File: config.mk
export PLATFORM = sky130hd
export DESIGN_NAME = overlay_compositor
export DESIGN_NICKNAME = d
export VERILOG_FILES = /design/src/rtl/overlay_compositor.sv
export SDC_FILE = /design/constraint.sdc
export NUM_CORES = 1
export LEC_CHECK = 0
export BUFFER_PORTS_ARGS = -buffer_cell sky130_fd_sc_hd__buf_2
export CORE_MARGIN = 2
export CORE_UTILIZATION = 49
export CTS_CLUSTER_SIZE = 25
export DETAILED_ROUTE_END_ITERATION = 10
export GPL_TIMING_DRIVEN = 0
export PLACE_DENSITY = 0.77
export SLEW_MARGIN = 5
export SYNTH_ARGS = -nofsm -noshare
export SYNTH_HDL_FRONTEND = slang
export SYNTH_SLANG_ARGS = --single-unit
File: constraint.sdc
create_clock -name clk -period 2.1 [get_ports clk]
set_input_delay 0.63 -clock clk [delete_from_list [all_inputs] [get_ports clk]]
set_output_delay 0.63 -clock clk [all_outputs]
set_load 0.01 [all_outputs]
File: src/rtl/overlay_compositor.sv
// Overlay compositor: keys the overlay colour over the background, applies a
// frame-synchronous vertical wipe and drives registered VGA colour and syncs.
//
//   state   | meaning
//   --------+------------------------------------------------------
//   IDLE    | overlay concealed, wipe_line parked at WIPE_TOP
//   REVEAL  | wipe_line moving down one step per frame
//   SHOWN   | overlay fully revealed, wipe_line at WIPE_BOTTOM
//   CONCEAL | wipe_line moving up one step per frame
`timescale 1ns/1ps
module overlay_compositor #(
  parameter logic [5:0] KEY_COLOR   = 6'b100001,
  parameter int         WIPE_TOP    = 144,
  parameter int         WIPE_BOTTOM = 320,
  parameter int         WIPE_STEP   = 4
) (
  input  logic       clk,
  input  logic       rst_n,
  input  logic [9:0] x,
  input  logic [9:0] y,
  input  logic       active,
  input  logic       hsync_in,
  input  logic       vsync_in,
  input  logic [5:0] overlay_rgb,
  input  logic [5:0] bg_rgb,
  input  logic       overlay_en,
  output logic [5:0] rgb,
  output logic       hsync,
  output logic       vsync,
  output logic       wipe_busy
);

  typedef enum logic [1:0] {ST_IDLE, ST_REVEAL, ST_SHOWN, ST_CONCEAL} state_t;

  localparam logic [9:0] LP_TOP    = 10'(WIPE_TOP);
  localparam logic [9:0] LP_BOTTOM = 10'(WIPE_BOTTOM);
  localparam logic [9:0] LP_STEP   = 10'(WIPE_STEP);

  logic [5:0] r_s1_ovl, r_s1_bg;
  logic [9:0] r_s1_y;
  logic       r_s1_act, r_s1_hs, r_s1_vs, r_s1_vs_d;
  state_t     r_state, w_state_nxt;
  logic [9:0] r_wipe_line, w_line_nxt;
  logic       w_busy_nxt;
  logic       w_tick;
  logic       w_in_wipe;
  logic [5:0] w_rgb_nxt;

  // Stage 1: register all pixel-rate inputs; keep previous vsync for edge detect
  always_ff @(posedge clk or negedge rst_n) begin
    if (!rst_n) begin
      r_s1_ovl  <= '0;
      r_s1_bg   <= '0;
      r_s1_y    <= '0;
      r_s1_act  <= 1'b0;
      r_s1_hs   <= 1'b1;
      r_s1_vs   <= 1'b1;
      r_s1_vs_d <= 1'b1;
    end else begin
      r_s1_ovl  <= overlay_rgb;
      r_s1_bg   <= bg_rgb;
      r_s1_y    <= y;
      r_s1_act  <= active;
      r_s1_hs   <= hsync_in;
      r_s1_vs   <= vsync_in;
      r_s1_vs_d <= r_s1_vs;
    end
  end

  // Frame tick on vsync falling edge (in blanking, so wipe changes never tear)
  assign w_tick = r_s1_vs_d & ~r_s1_vs;

  // Wipe state and line register
  always_ff @(posedge clk or negedge rst_n) begin
    if (!rst_n) begin
      r_state     <= ST_IDLE;
      r_wipe_line <= LP_TOP;
      wipe_busy   <= 1'b0;
    end else begin
      r_state     <= w_state_nxt;
      r_wipe_line <= w_line_nxt;
      wipe_busy   <= w_busy_nxt;
    end
  end

  // Next state and next wipe line; limits are checked before stepping so the line never wraps
  always_comb begin
    w_state_nxt = r_state;
    w_line_nxt  = r_wipe_line;
    if (w_tick) begin
      case (r_state)
        ST_IDLE: begin
          if (overlay_en) begin
            w_state_nxt = ST_REVEAL;
            w_line_nxt  = r_wipe_line + LP_STEP;
          end
        end
        ST_REVEAL: begin
          if (!overlay_en) begin
            w_state_nxt = ST_CONCEAL;
            w_line_nxt  = r_wipe_line - LP_STEP;
          end else if (r_wipe_line >= LP_BOTTOM - LP_STEP) begin
            w_state_nxt = ST_SHOWN;
            w_line_nxt  = LP_BOTTOM;
          end else begin
            w_line_nxt  = r_wipe_line + LP_STEP;
          end
        end
        ST_SHOWN: begin
          if (!overlay_en) begin
            w_state_nxt = ST_CONCEAL;
            w_line_nxt  = r_wipe_line - LP_STEP;
          end
        end
        default: begin
          if (overlay_en) begin
            w_state_nxt = ST_REVEAL;
            w_line_nxt  = r_wipe_line + LP_STEP;
          end else if (r_wipe_line <= LP_TOP + LP_STEP) begin
            w_state_nxt = ST_IDLE;
            w_line_nxt  = LP_TOP;
          end else begin
            w_line_nxt  = r_wipe_line - LP_STEP;
          end
        end
      endcase
    end
  end

  // Busy flag follows the next state so it lines up with the state register
  always_comb begin
    w_busy_nxt = (w_state_nxt == ST_REVEAL) || (w_state_nxt == ST_CONCEAL);
  end

  // Composite: overlay only inside the revealed band [WIPE_TOP, wipe_line), so a
  // parked line at WIPE_TOP hides it completely
  always_comb begin
    w_in_wipe = (r_s1_y >= LP_TOP) && (r_s1_y < r_wipe_line);
    w_rgb_nxt = r_s1_bg;
    if (!r_s1_act) begin
      w_rgb_nxt = '0;
    end else if ((r_s1_ovl != KEY_COLOR) && w_in_wipe) begin
      w_rgb_nxt = r_s1_ovl;
    end
  end

  // Stage 2: registered outputs, syncs delayed to stay aligned with colour
  always_ff @(posedge clk or negedge rst_n) begin
    if (!rst_n) begin
      rgb   <= '0;
      hsync <= 1'b1;
      vsync <= 1'b1;
    end else begin
      rgb   <= w_rgb_nxt;
      hsync <= r_s1_hs;
      vsync <= r_s1_vs;
    end
  end

  // x is carried only for this sanity check on the incoming timing
  a_x_in_range: assert property (@(posedge clk) disable iff (!rst_n) active |-> (x < 10'd640));

endmodule

=== After elaboration in Yosys (flattened, before gate mapping) ===
Index checks and enable logic that the tools add are counted.

* Register bits after elaboration: 46
* Latch bits: 0
* Memory bits (writable): 0
* ROM bits: 0
* Output and inout port bits: 9
* Logic and storage cells: 49
* Memories: 0

* $add $sub $neg: 2
* Multipliers: 0
* Div/mod/pow operators: 0
* $lt $le $gt $ge: 4
* Equality and inequality tests: 7
* Shifts and indexed selects: 0
* Multiplexer cells: 17
* Bitwise gates (word level): 2
* Reductions and logical operators: 5

{| class="wikitable"
|+ Operators with widths
! kind !! count
|-
| 2-to-1 mux 10 bit || 6
|-
| one-hot mux 10 bit (3 select lines) || 1
|-
| 2-to-1 mux 2 bit || 7
|-
| 2-to-1 mux 6 bit || 2
|-
| adder 10 x 3 -> 10 bit (second input constant) || 1
|-
| greater-or-equal comparator 10 x 8 -> 1 bit (second input constant) || 1
|-
| greater-or-equal comparator 10 x 9 -> 1 bit (second input constant) || 1
|-
| less-or-equal comparator 10 x 8 -> 1 bit (second input constant) || 1
|-
| < comparator 10 bit || 1
|-
| subtractor 10 x 3 -> 10 bit (second input constant) || 1
|-
| != test 6 bit (second input constant) || 1
|-
| one-hot mux 2 bit (3 select lines) || 1
|-
| == test 2 x 1 -> 1 bit (second input constant) || 2
|-
| == test 2 bit (second input constant) || 2
|-
| != test 2 bit (second input constant) || 2
|-
| AND reduction 3 bit || 1
|-
| logical AND 1 bit || 2
|-
| zero test 2 bit || 1
|-
| bitwise AND 1 bit || 1
|-
| logical OR 1 bit || 1
|-
| inverter 1 bit || 1
|}

=== Depth between registers and ports, before layout ===
Gate-level depths: netlist of the first run.

* Depth in word-level cells: 7
* Gate-level depth with buffers: 8
* Mapped depth without buffers: 7

=== Worst setup path before layout of the first run ===
No wires, ideal clock.

* Path type: reg-to-reg
* Start point: register r_wipe_line[7]
* End point: register rgb[0]
* Setup time: 79 ps
* Arrival: 2071 ps
* Setup slack: -51 ps
* Cell stages (with the launch flop): 8
* Buffers on the path: 1
* Cells stage by stage: dfstp_2 -> clkbuf_1 -> inv_1 -> ha_1 -> a21oi_1 -> nor2_1 -> a211oi_2 -> mux2i_1

* Word-level cells in the longest chain between the ends: 5

{| class="wikitable"
|+ Ends and longest elaborated chain
! item !! line !! text
|-
| start, declared || 43 || <nowiki>logic [9:0] r_wipe_line, w_line_nxt;</nowiki>
|-
| start signal, assigned || 81 || <nowiki>r_wipe_line <= w_line_nxt;</nowiki>
|-
| < comparator 10 bit || 138 || <nowiki>w_in_wipe = (r_s1_y >= LP_TOP) && (r_s1_y < r_wipe_line);</nowiki>
|-
| logical AND 1 bit || 138 ||
|-
| logical AND 1 bit || 142 || <nowiki>end else if ((r_s1_ovl != KEY_COLOR) && w_in_wipe) begin</nowiki>
|-
| 2-to-1 mux 6 bit || 142 ||
|-
| 2-to-1 mux 6 bit || 140 || <nowiki>if (!r_s1_act) begin</nowiki>
|-
| via w_rgb_nxt[0] || 47 || <nowiki>logic [5:0] w_rgb_nxt;</nowiki>
|-
| end signal, assigned || 154 || <nowiki>rgb <= w_rgb_nxt;</nowiki>
|-
| end, declared || 27 || <nowiki>output logic [5:0] rgb,</nowiki>
|}

The timed path passes the listed nets, and every way through them passes these cells.
A chain may end at the register's enable or synchronous reset.

=== Final worst setup path of the first run ===
* Start point: register r_wipe_line[2]
* End point: register r_wipe_line[9]

* Word-level cells in the longest chain between the ends: 4

{| class="wikitable"
|+ Ends and longest elaborated chain
! item !! line !! text
|-
| subtractor 10 x 3 -> 10 bit (tied with other cells) || 101, 112, 123 ||
|-
| 2-to-1 mux 10 bit, on equally long branches || 119, 102 ||
|-
| 2-to-1 mux 10 bit, on equally long branches || 116, 99 ||
|-
| one-hot mux 10 bit (3 select lines) (*) || 91 || <nowiki>case (r_state)</nowiki>
|}

Every way passes the cells marked *; elsewhere a longest branch is shown, timed or not. The select of a mux whose other input is x is not followed.

==> metrics list, run 1 <==
* Run status: completed
- The congestion estimate from routability-driven global placement came to 0.9793.
- Setup violations remaining at the end of the flow were counted as 0.
- Post-synthesis area per instance: 9.472 sq um
- Required time of the critical path: 2330 ps
* Synth warnings: 0
* Final slew viol count: 0
- Internal power comes to a little over 2 mW.
- Synthesized netlist net count: 299
- The filler cells instantiated in the layout total 390.
- Summed negative setup slack over all endpoints: 0 ps
* Height of the die: 73.38 um
- In this run the most used layer during global routing was met2.
- Final Hold Fails: 0
* Worst-case hold slack: between 300 and 400 ps
- The number of antenna violations at the first check in global routing was 0.
* Die boundary width: 73.38 um
- On the final layout, the worst clock skew is 9.435 ps.
- Post-synthesis cell count: 249
* DRT iter0 DRCs: 204
- Based on the critical path, the design can be clocked at up to around 0.48 GHz.
- The analysis attributes to net switching a power of 1.646 mW.
- Clock tree synthesis selected as its root buffer the cell sky130_fd_sc_hd__clkbuf_8.
- After layout, the worst path uses 99.49% of the clock period.
- DRC violation count after routing: 0
- The worst setup path is of the flop to flop kind.
- In the global route stage, met3 resource usage came out at just under 6%.
- The min-delay analysis places its worst path in the category flop to flop.
* Most common flop cell mapped by yosys: sky130_fd_sc_hd__dfrtp_1
- Count of antenna-violating nets left after detailed routing: 0
* Pin count of the biggest net entering global routing: 42
- Met1 track demand over resource in global routing: 28.11%
- The clock network accounts for approximately 14% of the total power.
- Kind of launch point of the worst setup path: flop
* CORE AREA: 4692 sq um
- Num rows: 25
- Final-stage net count: 344
* Level count of the clock H-tree: 2
* Hold buffers post-CTS: 0
- Measured against its own limit, the worst slew margin works out to between 40% and 50%.
* Number of input and output port buffers inserted: 34
* Register bit count reported by yosys: 41
- The via count of the first global-routing pass is 2023.
- After synthesis, the cell types taking the most area are sky130_fd_sc_hd__dfrtp_1 37%, sky130_fd_sc_hd__dfstp_2 6.7%, sky130_fd_sc_hd__ha_1 6.4%.
- P_leak: 1.178 nW
- Least-Margin Pin Slew: 869.7 ps
- Total global routing overflow: 0
* Clock tree from TritonCTS: yes
- Clock transition time at the flip-flop clock pins of the worst setup and hold paths: 90 ps
- GRT Util Overall: ~22%
- During I/O placement, the number of pins put on the boundary was 47.
- IR analysis of the VDD net gives a maximum drop of 0.5625 mV.
* Effective utilization at floorplan: 50.27%
* Portion of the post-synthesis area used by sequential elements: 43.82%
- Total power per unit cell area: 1306 nW/um^2
- Vias per std cell: 6.264
- Placed insts: 337
* Met2 usage in global routing: 34.93%
* Most frequent cell after synthesis: sky130_fd_sc_hd__dfrtp_1
- After layout, the minimum clock period comes to 2089 ps.
- Share of Yosys cell area claimed by the top area cell type: 37.14%
- Combinational fraction of design power: 55.0%
- Clock insertion delay at the later pin of the skew report: around 290 ps
* Diodes inserted: 0
- In this run switching power makes up ~44% of total power.
* Total number of vias: 2186
- The first global-routing pass estimated 9066 um of wire.
* Total half-perimeter wirelength after legalization and detailed placement: about 4000 um
* Inserted Clock Buffers: 5
- Cell Area, Synth: between 2000 and 2500 sq um
* Number of enable flip-flop cells after synthesis: 0
- Most frequent cells after synthesis: 35 x sky130_fd_sc_hd__dfrtp_1, 29 x sky130_fd_sc_hd__nand2_1, 15 x sky130_fd_sc_hd__nor2_1
- The biggest area contributor in the post-synthesis netlist is sky130_fd_sc_hd__dfrtp_1.
- The area growth from synthesis to layout is 20.53%.
* Share of cells above drive strength 1: 27.80%
- Number of detailed-routing iterations run before antenna repair: 5
- In the synthesized netlist the async set-or-reset flop fraction comes to 100.0%.
- Count of maximum capacitance violations: 0
- Data on the critical path arrives at its endpoint at between 2000 and 2500 ps.
* Clock buffer depth: 2
- Dividing the detail-routed wire length by the instance count gives around 16 um.
* Synth unique cells: 56
- For this design, the sink count on the clock tree is 41.
- Worst Path Max Fanout: 8
- Once layout is complete, the cells apart from fillers number 349.
- STA classifies the critical path endpoint as a flop.
- Die ar.: about 5400 sq um
- Unrepaired setup endpoints after global routing: yes
* Portion of total power attributed to sequential cells: a little under a third
* Post-detailed-routing wire length: between 5000 and 6000 um
kinds of logic (layout without fill, tap and decap cells):
| kind of cell | after synthesis | count (layout) | synth area share [%] |
|---|---|---|---|
| DFF | 41 | 41 | 43.82 |
| and+or+nand+nor | 85 | 85 | 18.09 |
| muxes | 6 | 6 | 2.547 |
| AOI/OAI and AO/OA | 71 | 71 | 21.75 |
| adders and majority gates | 12 | 12 | 6.366 |
| buffers and inverters | 26 | 72 | 4.457 |
| xor gates and xnor gates | 8 | 8 | 2.971 |
path summary, 6_finish.rpt:
path | endpoint | slack (ps) | cells after the start | from
hold reg to reg | hsync | 360 | 0 | r_s1_hs
min in group asynchronous | r_wipe_line[8] | 440 | 1 | rst_n
max in group asynchronous | r_wipe_line[9] | 1040 | 1 | rst_n
setup reg to reg | r_wipe_line[9] | 10 | 5 | r_wipe_line[2]
setup / recovery | r_wipe_line[9] | 10 | 5 | r_wipe_line[2]
hold / removal | hsync | 360 | 0 | r_s1_hs
routing by layer:
| metal | vias to the layer above | part of all wire (%) |
|---|---|---|
| li1 | 1007 | - |
| met1 | 1040 | 41 |
| met2 | 121 | 48 |
| met3 | 18 | 8.4 |
| met4 | 0 | 2.5 |
| met5 | - | 0 |
through the flow:
| step | util [%] | total power [mW] | setup slack, ps | cell area [sq um] |
|---|---|---|---|---|
| after floorplan | - | 2.401 | 7.125 | 2366 |
| after global placement | 55.49 | 2.808 | -346.5 | 2604 |
| after detailed placement | 55.49 | 2.851 | -355.6 | 2604 |
| after CTS | 59.25 | 3.545 | 5.156 | 2780 |
| after global routing | 60.59 | 3.964 | -37.71 | 2843 |
| final | 60.59 | 3.714 | 10.69 | 2843 |
state kept, by name, summed over array words and instances, names as in the netlist:
name,count
r_s1_act,1
r_s1_y,8
rgb,6
r_s1_ovl,6
r_state,2
r_wipe_line,8
r_s1_bg,6
hsync,1
vsync,1
r_s1_hs,1
r_s1_vs,1
power by group through the flow:
stage	combinational, mW	sequential [mW]	clock [mW]
floorplan	1.32	1.08	0
global placement	1.72	1.09	0
detailed placement	1.75	1.10	0
CTS	1.91	1.10	0.528
global route	2.22	1.18	0.566
finish	2.04	1.15	0.515
what timing repair did:
item                                    CTS  global route
pin swaps                                 5             3
endpoints found under the setup margin   12            13
resized for setup                        13            17
setup buffers                             5             2
critical path, cell delays in order, from the launching register on:
cell,delay [ps]
sky130_fd_sc_hd__dfrtp_2,480
sky130_fd_sc_hd__or3_4,370
sky130_fd_sc_hd__or4_4,440
sky130_fd_sc_hd__or4_1,410
sky130_fd_sc_hd__o22ai_1,180
sky130_fd_sc_hd__o32a_2,160
layout by cell type, fill, tap and decap left out, types with 2 or more instances in the layout:
master and instances:
sky130_fd_sc_hd__clkinvlp_4 2, sky130_fd_sc_hd__inv_1 8, sky130_fd_sc_hd__ha_1 9, sky130_fd_sc_hd__buf_4 6, sky130_fd_sc_hd__buf_2 34, sky130_fd_sc_hd__nand2b_1 7, sky130_fd_sc_hd__nand2_1 29, sky130_fd_sc_hd__mux2i_1 6
sky130_fd_sc_hd__o211ai_1 3, sky130_fd_sc_hd__o31a_1 2, sky130_fd_sc_hd__dfrtp_1 31, sky130_fd_sc_hd__xnor2_1 7, sky130_fd_sc_hd__ha_2 2, sky130_fd_sc_hd__or4_1 2, sky130_fd_sc_hd__clkbuf_8 5, sky130_fd_sc_hd__nor3_1 3
sky130_fd_sc_hd__dfstp_2 6, sky130_fd_sc_hd__dfrtp_2 4, sky130_fd_sc_hd__a221oi_1 4, sky130_fd_sc_hd__o221ai_1 2, sky130_fd_sc_hd__o22ai_1 4, sky130_fd_sc_hd__nor2b_1 3, sky130_fd_sc_hd__a41oi_1 2, sky130_fd_sc_hd__nor3b_1 3
sky130_fd_sc_hd__nor2_1 14, sky130_fd_sc_hd__a21oi_1 11, sky130_fd_sc_hd__nand3b_1 2, sky130_fd_sc_hd__o311ai_0 3, sky130_fd_sc_hd__o21ai_0 13, sky130_fd_sc_hd__o21a_1 4, sky130_fd_sc_hd__buf_6 3, sky130_fd_sc_hd__nand3_1 7
sky130_fd_sc_hd__clkbuf_1 9, sky130_fd_sc_hd__nor4_1 3
area by class of cell:
cell class | instances | area, sq um | area share (%)
Clock inverter | 3 | 21.27 | 0.7482
Buffer | 13 | 72.57 | 2.553
Tap cell | 54 | 67.56 | 2.377
Sequential cell | 41 | 1039 | 36.53
Timing Repair Buffer | 41 | 235.2 | 8.275
Multi-Input combinational cell | 182 | 1297 | 45.64
Clock buffer | 5 | 68.82 | 2.421
Inverter | 10 | 41.29 | 1.452
No activity file was read; power rests on OpenSTA's default activity.
==> run 2, diff against run 1 <==
--- a/config.mk
+++ b/config.mk
@@ -8,10 +8,11 @@
 export BUFFER_PORTS_ARGS = -buffer_cell sky130_fd_sc_hd__buf_2
 export CORE_MARGIN = 2
 export CORE_UTILIZATION = 49
-export CTS_CLUSTER_SIZE = 25
+export CTS_CLUSTER_SIZE = 8
 export DETAILED_ROUTE_END_ITERATION = 10
 export GPL_TIMING_DRIVEN = 0
 export PLACE_DENSITY = 0.77
+export RECOVER_POWER = 100
 export SLEW_MARGIN = 5
 export SYNTH_ARGS = -nofsm -noshare
 export SYNTH_HDL_FRONTEND = slang
==> metrics list, run 2 (same netlist as run 1, synthesis figures left out) <==
* Run status: completed
- Global routing consumed, over all layers together, 22.07% of the routing resources.
* Min-Delay Path Class: flop to flop
- Total area of sequential cells: roughly 1000 sq um
* Worst Path Max Fanout: 8
- The finished cells cover 2833 sq um.
- No sink is reached through more buffers than the 2 on the longest clock path.
- The worst register-to-register path ends at r_wipe_line[9].
- Vias per std cell: 6.264
- TritonCTS built the clock tree.
* Level count of the clock H-tree: 2
- After clock tree synthesis, the clock-pin slew on the worst setup and hold paths is about 90 ps.
- Via count of the first global-routing pass: 2023
- Across the run, the number of max-cap violations was 0.
- Clock insertion delay at the later pin of the skew report: 290 ps
* DRT iter0 DRCs: roughly 200
- Across the VDD grid, the largest voltage drop is 0.5624 mV.
* Final clock skew: 9.545 ps
- Post-detailed-routing wire length: 5706 um
- Inserted Clock Buffers: 5
- Setup slack closes at 9.838 ps.
- Most frequent standard cell in the layout excluding fill and tap cells: sky130_fd_sc_hd__dfrtp_1
* Final Setup Violations: 0
- Area overhead of the layout relative to synthesis: 20.11%
* Unrepaired setup endpoints after global routing: yes
- Time the final worst path needs with I/O delays and setup: roughly 2100 ps
* DRC violation count after routing: 0
- The post-route netlist has 25.08% of its cells at a drive strength greater than 1.
- Global-route wire length before repair: 9066 um
- The startpoint identified for the worst register-to-register timing path is r_wipe_line[2].
- Once the floorplan was initialized, standard cells occupied 50.27% of the core.
- Hold buffers post-CTS: 0
* CORE AREA: 4692 sq um
* Slew HR: about a third
* Master cell of the clock root buffer: sky130_fd_sc_hd__clkbuf_8
- Kind of end point of the critical path: flop
- The repair_antennas step left the layout with diodes totalling 0.
- At the worst endpoint, the arrival time is 2320 ps.
- Count of antenna-violating nets left after detailed routing: 0
- Num rows: 25
- Entering global routing, the biggest net connects 42 pins.
- From left edge to right edge, the die measures 73.38 um.
- Setup slack, reg-to-reg: 10 ps
- The largest registers in the layout are r_s1_y x8, r_wipe_line x8.
- The critical path is of the flop to flop type.
- Total power per unit cell area: 1308 nW/um^2
- Number of I/O pins: 47
- After global routing the overflow that remains totals 0.
* Final Hold Fails: 0
- Total half-perimeter wirelength after legalization and detailed placement: ~4000 um
- Dividing the final minimum period by the clock period gives between 90% and 100%.
- Required time of the critical path: approximately 2300 ps
* Cell area after placement: approximately 2600 sq um
* Critical Path Source: r_wipe_line[2]
* Number of antenna violations at the first check in global routing: 0
* Clock sink count: between 40 and 50
- Number of input and output port buffers inserted: 34
* Gpl congestion: 0.9793
- After filler insertion, the fill cell instance count of the layout stands at 395.
- Least-Margin Pin Slew: 972.2 ps
* Total number of vias: 2186
* Final-stage net count: 344
* Height of the die: 73.38 um
- In the final routed layout, each cell accounts on average for 16.35 um.
- Capture point of the critical path: r_wipe_line[9]
- In this run the static leakage power is roughly 1.2 nW.
* Number of detailed-routing iterations run before antenna repair: 5
- For the worst flop-to-flop path, the logic depth is 5.
- Final slew viol count: 0
* Die ar.: roughly 5400 sq um
- In the layout the commonest cells are 31 x sky130_fd_sc_hd__dfrtp_1, 29 x sky130_fd_sc_hd__nand2_1, 25 x sky130_fd_sc_hd__buf_2.
* Top achievable clock speed: around 0.48 GHz
- Kind of launch point of the worst setup path: flop
- Pre-CTS setup slack: -355.6 ps
* Combined area of the multi-input logic cells: 1297 sq um
==> run 2: cell count changes in the layout (fill, tap and decap cells not counted), sizes merged <==
| cell | previous run | this run |
|---|---|---|
| clkbuf | 15 | 24 |
| buf | 44 | 35 |
==> run 2: power breakdown <==
part / total, mW / switching (mW) / internal [mW]
combinational: 2.03 / 1.16 / 0.869
clock: 0.515 / 0.279 / 0.236
sequential: 1.16 / 0.203 / 0.953
==> run 2: what timing repair did <==
item,4_1_cts,5_1_grt
gates cloned,0,0
gates resized for setup,13,17
buffers inserted,5,2
pin swaps,5,3
endpoints found under the setup margin,12,13
endpoints found under the hold margin,0,0
==> run 2: worst min path at each step <==
stage | slack (ps) | cells after the start | from | to
after floorplan | 330 | 0 | rst_n | r_s1_act
after global placement | 350 | 0 | r_s1_hs | hsync
after detailed placement | 350 | 0 | r_s1_hs | hsync
after CTS | 360 | 0 | r_s1_hs | hsync
after global routing | 370 | 0 | r_s1_hs | hsync
final | 360 | 0 | r_s1_hs | hsync
==> run 2: critical path, cell delays in order (launching register included) <==
cell and delay [ps]:
sky130_fd_sc_hd__dfrtp_2 480, sky130_fd_sc_hd__or3_4 370, sky130_fd_sc_hd__or4_4 440, sky130_fd_sc_hd__or4_1 410
sky130_fd_sc_hd__o22ai_1 180, sky130_fd_sc_hd__o32a_2 160
==> run 2: through the flow <==
stage / hold WS (ps) / util [%] / total power [mW] / setup TNS [ps] / cells
global placement: 346.2 / 55.49 / 2.808 / -2650 / 337
floorplan: 334.4 / - / 2.401 / 0 / 249
detailed placement: 351.5 / 55.49 / 2.851 / -2859 / 337
CTS: 364.1 / 59.25 / 3.545 / 0 / 348
finish: 362.0 / 60.37 / 3.705 / 0 / 349
global route: 365.7 / 60.37 / 3.954 / -54.86 / 349
==> run 2: final cells by class <==
cell class / instances / share of cell area, %
inverter: 10 / 1.458
buffer: 13 / 2.562
multi-input combinational: 182 / 45.80
timing repair buffer: 41 / 7.951
clock inverter: 3 / 0.7509
tap: 54 / 2.385
clock buffer: 5 / 2.429
sequential: 41 / 36.66
==> run 2: layer usage <==
layer	vias up	part of all wire, %	global-route usage, %	wire length, um
met5	-	0	0	0
met4	0	2.5	10.71	144
met3	18	8.6	5.761	489
met2	123	48	34.93	2718
met1	1038	41	28.11	2353
li1	1007	-	-	-
